## src/rtl/bin_to_bcd_seq.sv

```systemverilog
`default_nettype none
// ============================================================================
// Module      : bin_to_bcd_seq
// Description : Serial double-dabble binary-to-BCD converter (one bit/clock)
//               with sticky overflow and optional leading-zero blanking.
// Revision    : 1.0 - initial release
// ============================================================================
module bin_to_bcd_seq #(
    parameter int WIDTH    = 27,
    parameter int DIGITS   = 8,
    parameter bit BLANK_LZ = 1'b1
) (
    input  logic                  clk,
    input  logic                  rst,
    input  logic                  start,
    input  logic [WIDTH-1:0]      bin,
    output logic                  busy,
    output logic                  done,
    output logic [4*DIGITS-1:0]   bcd,
    output logic                  overflow
);

    localparam int ACC_W = 4 * DIGITS;
    localparam int CNT_W = $clog2(WIDTH + 1);
    localparam logic [CNT_W-1:0] c_last_step = CNT_W'(WIDTH - 1);

    typedef enum logic [1:0] {
        ST_IDLE   = 2'd0,
        ST_SHIFT  = 2'd1,
        ST_FINISH = 2'd2
    } state_t;

    state_t             r_state;
    state_t             w_state_next;
    logic               w_load;
    logic               w_step;
    logic               w_finish;

    logic [WIDTH-1:0]   r_bin;
    logic [ACC_W-1:0]   r_acc;
    logic [CNT_W-1:0]   r_count;
    logic               r_sticky;
    logic               r_busy;
    logic               r_done;
    logic [ACC_W-1:0]   r_bcd;
    logic               r_overflow;

    logic [ACC_W-1:0]   w_acc_adj;
    logic [ACC_W-1:0]   w_bcd_disp;
    logic               w_seen;

    always_ff @(posedge clk) begin
        if (rst) begin
            r_state <= ST_IDLE;
        end else begin
            r_state <= w_state_next;
        end
    end

    always_comb begin
        w_state_next = r_state;
        w_load       = 1'b0;
        w_step       = 1'b0;
        w_finish     = 1'b0;
        case (r_state)
            ST_IDLE: begin
                if (start) begin
                    w_load       = 1'b1;
                    w_state_next = ST_SHIFT;
                end
            end
            ST_SHIFT: begin
                w_step = 1'b1;
                if (r_count == c_last_step) begin
                    w_state_next = ST_FINISH;
                end
            end
            ST_FINISH: begin
                w_finish     = 1'b1;
                w_state_next = ST_IDLE;
            end
            default: begin
                w_state_next = ST_IDLE;
            end
        endcase
    end

    // Add-3 correction applied to every digit before each shift.
    for (genvar k = 0; k < DIGITS; k++) begin : g_digit
        assign w_acc_adj[4*k +: 4] = (r_acc[4*k +: 4] >= 4'd5) ?
                                     (r_acc[4*k +: 4] + 4'd3) : r_acc[4*k +: 4];
    end

    // Digits above the most significant non-zero digit become blank (F).
    always_comb begin
        w_seen     = 1'b0;
        w_bcd_disp = r_acc;
        for (int k = DIGITS - 1; k >= 1; k--) begin
            if (r_acc[4*k +: 4] != 4'd0) begin
                w_seen = 1'b1;
            end
            if (BLANK_LZ && !w_seen) begin
                w_bcd_disp[4*k +: 4] = 4'hF;
            end
        end
    end

    always_ff @(posedge clk) begin
        if (rst) begin
            r_bin      <= '0;
            r_acc      <= '0;
            r_count    <= '0;
            r_sticky   <= 1'b0;
            r_busy     <= 1'b0;
            r_done     <= 1'b0;
            r_bcd      <= '1;
            r_overflow <= 1'b0;
        end else begin
            r_done <= 1'b0;
            if (w_load) begin
                r_bin    <= bin;
                r_acc    <= '0;
                r_count  <= '0;
                r_sticky <= 1'b0;
                r_busy   <= 1'b1;
            end
            if (w_step) begin
                r_acc   <= {w_acc_adj[ACC_W-2:0], r_bin[WIDTH-1]};
                r_bin   <= {r_bin[WIDTH-2:0], 1'b0};
                r_count <= r_count + CNT_W'(1);
                // A carry out of the top digit means the value needs one more digit.
                if (w_acc_adj[ACC_W-1]) begin
                    r_sticky <= 1'b1;
                end
            end
            if (w_finish) begin
                r_overflow <= r_sticky;
                r_bcd      <= r_sticky ? {ACC_W{1'b1}} : w_bcd_disp;
                r_done     <= 1'b1;
                r_busy     <= 1'b0;
            end
        end
    end

    assign busy     = r_busy;
    assign done     = r_done;
    assign bcd      = r_bcd;
    assign overflow = r_overflow;

endmodule
`default_nettype wire

```

## config.mk

```make
export PLATFORM = sky130hd
export DESIGN_NAME = bin_to_bcd_seq
export DESIGN_NICKNAME = d
export VERILOG_FILES = /design/src/rtl/bin_to_bcd_seq.sv
export SDC_FILE = /design/constraint.sdc
export NUM_CORES = 1
export LEC_CHECK = 0
export ABC_AREA = 1
export CAP_MARGIN = 0
export CORE_MARGIN = 3
export CORE_UTILIZATION = 45
export DETAILED_ROUTE_END_ITERATION = 7
export PLACE_DENSITY = 0.68
export SETUP_SLACK_MARGIN = 0.05
export SLEW_MARGIN = 15
export SYNTH_ARGS = -nofsm -noshare
export SYNTH_HDL_FRONTEND = slang
export SYNTH_SLANG_ARGS = --single-unit
```

## constraint.sdc

```tcl
create_clock -name clk -period 1.65 [get_ports clk]
set_input_delay 0.2475 -clock clk [delete_from_list [all_inputs] [get_ports clk]]
set_output_delay 0.2475 -clock clk [all_outputs]
set_load 0.01 [all_outputs]
```

==> flow_metrics.tcl <==
set metrics [dict create \
    outcome "finished clean" \
    p_leak_uw 0.00230 \
    drc_errors 0 \
    synthCells 622 \
    drive_gt1_share_pct 8.79 \
    dieArea_um2 11600 \
    slew_viol_final 0 \
    design_area_um2 5670 \
    finalClockSkew_ns 0.0151 \
    cpLargestDelayFamily "buffers and inverters" \
    seqCellArea_um2 2040 \
    dieWidth_um 107 \
    htree_levels 3 \
    clock_latency_ns 0.37 \
    row_count 36 \
    drtPass1Iterations 4 \
    fin_setup_tns_ns 0 \
    drt_iter0_drc 213 \
    use_met2_pct 30.3 \
    arrival_ns 1.29 \
    worstHoldStart "rst" \
    fin_crit_ns 1.54 \
    avgSynthCellArea_um2 7.45 \
    initial_core_util_pct 46.8 \
    clk_path_buf_depth 2 \
    yosysWarnings 0 \
    reg2reg_depth 7 \
    path_depth 1 \
    synth_fp_nets 676 \
    cap_violations 0 \
    cp_cell_sequence "clkdlybuf4s50_1" \
    port_buffers 64 \
    ir_drop_mv 0.423 \
    r2r-end "r_acc[2]" \
    cts_inserted_buffers 9 \
    hold_depth 4 \
    critPathMaxFanout 2 \
    dpl-instance-area_um2 5460 \
    critPathCaptureType "primary output" \
    post_drt_wl_per_cell_um 12.4 \
    setup_viol 0 \
    nNetsFinal 743 \
    cts_sinks 102 \
    grt_usage_pct 18.2 \
    setup_slack_ns 0.109 \
    ioPinCount 65 \
    grt_pass1_wl_um 17200 \
    crit_type "reg2out" \
    multi_input_area_um2 2220 \
    grt_use_met3_pct 3.66 \
    top_usage_layer "met2" \
    slowest_stage "clkdlybuf4s50_1" \
    regToRegStartpoint "r_acc[1]" \
    overflow 0 \
    r2r_setup_slack_ns 0.13 \
    fin_hold_ws_ns 0.245 \
    die_h_um 107 \
    via_count 4168 \
    place_ws_ns 0.128 \
    grt_use_met1_pct 23.3 \
    root_buffer "clkbuf_8" \
    fillCellCount 929 \
    wl_um 10200 \
    instances_no_fill 827 \
    required_ns 1.40 \
    min_path_type "in2reg" \
    dp_hpwl_um 7310 \
    area_growth_pct 22.3 \
    p_per_area_nw_per_um2 768 \
    period_share_pct 93.4 \
    gp_congestion 0.878 \
    max_stage_delay_ns 0.55 \
    critPathBufInv 1 \
    rsz0062_at_grt "false" \
    ant_nets 0 \
    seq_area_frac_synth_pct 44.1 \
    antenna_found_initial 0 \
    min_to "r_state[0]" \
    core_um2 9910 \
    cts_tree "built" \
    ys_ff_latch 102 \
    grt_start_max_net_pins 47 \
    viasPerCell 5.04 \
    worst_pin_slew_ns 0.488 \
    antenna_cells 0 \
    path_clk_slew_ns 0.09 \
    startpoint_type "flop" \
    grt_pass1_vias 3888 \
    netlist_area_um2 4630 \
    dp.cells 809 \
    timing.fmax_ghz 0.649 \
    ys_types 34 \
    slew_headroom_pct 67.5 \
    finalHoldViolations 0 \
]
-- registers in the layout, summed over array words and instances (netlist names) --
register / count
bcd: 32
r_bin: 27
r_acc: 32
r_state: 2
r_count: 5
overflow: 1
busy: 1
r_sticky: 1
done: 1
-- routing by layer --
layer	up-vias	share of wire, %
met5	-	0
li1	2164	-
met4	0	1.2
met2	91	46
met1	1900	48
met3	13	4.9
-- Yosys cell counts --
cell type | count | area, um2
xnor2_1 | 2 | 17.5
xor2_1 | 3 | 26.3
nor2_2 | 3 | 18.8
nand3_2 | 2 | 20.0
a31oi_1 | 26 | 163
o21ai_1 | 1 | 5.00
a21oi_1 | 60 | 300
dfxtp_1 | 102 | 2040
o2111ai_1 | 3 | 26.3
clkbuf_1 | 8 | 30.0
a221oi_1 | 1 | 8.76
a22oi_1 | 1 | 7.51
o32ai_1 | 1 | 8.76
nand3_1 | 26 | 130
nand2_4 | 1 | 11.3
o21ai_0 | 21 | 105
nor3b_1 | 1 | 7.51
nor2_1 | 56 | 210
o211ai_1 | 2 | 15.0
or2_4 | 1 | 8.76
o22ai_1 | 14 | 87.6
or2_2 | 4 | 25.0
nand4_1 | 6 | 37.5
nand2_1 | 161 | 604
ha_1 | 24 | 300
o311a_1 | 1 | 10.0
nor2_4 | 3 | 33.8
and3_1 | 1 | 6.26
inv_2 | 6 | 22.5
buf_2 | 14 | 70.1
nand2_2 | 2 | 12.5
a211oi_1 | 1 | 7.51
inv_1 | 60 | 225
buf_4 | 4 | 30.0
-- kinds of logic after synthesis --
logic type	count (synthesis)	synth area share (%)
compound gates	132	16.1
fa+ha+maj	24	6.48
buf+inv	92	8.15
simple gates	267	24.3
xor+xnor	5	0.945
flops	102	44.1
-- stage by stage --
| step | total power, uW | util (%) |
|---|---|---|
| floorplan | 2770 | - |
| global placement | 2920 | 55.1 |
| detailed placement | 2930 | 55.1 |
| CTS | 4400 | 57.0 |
| global route | 4540 | 57.2 |
| finish | 4350 | 57.2 |
-- report_power, final --
part / leakage, uW / switching, uW / total, uW / internal, uW
Sequential: 0.000828 / 28.3 / 2540 / 2510
Combinational: 0.00138 / 185 / 333 / 149
Clock: 0.0000881 / 911 / 1480 / 570
-- layout by cell type (no fill, tap or decap), drive strengths merged, types with 9 or more instances in the layout --
cell,count
a21oi,60
a31oi,26
buf,19
clkbuf,9
clkdlybuf4s50,62
dfxtp,102
ha,24
inv,69
nand2,164
nand3,28
nor2,62
o21ai,22
o22ai,14
-- worst max-delay path by stage --
stage / slack (ns) / end / startpoint
after detailed placement: 0.13 / bcd[8] / r_acc[20]
after global routing: 0.05 / bcd[17] / bcd[17]
after floorplan: 0.27 / r_acc[6] / r_acc[4]
after CTS: 0.08 / bcd[17] / bcd[17]
after global placement: 0.15 / r_acc[6] / r_acc[5]
final: 0.11 / busy / busy
-- cell type report --
class / count / area share (%)
Multi-Input combinational cell: 428 / 39.1
Timing Repair Buffer: 82 / 14.3
Tap cell: 133 / 2.94
Clock buffer: 9 / 2.19
Sequential cell: 102 / 36.1
Clock inverter: 7 / 1.02
Inverter: 66 / 4.37
-- repair_timing --
item / 4_1_cts / 5_1_grt
hold buffers: 0 / 0
setup buffers: 0 / 2
gates resized for setup: 0 / 8
setup endpoints to repair: 0 / 22
endpoints found under the hold margin: 0 / 0
Note: power is estimated with default switching activity, not from simulation.
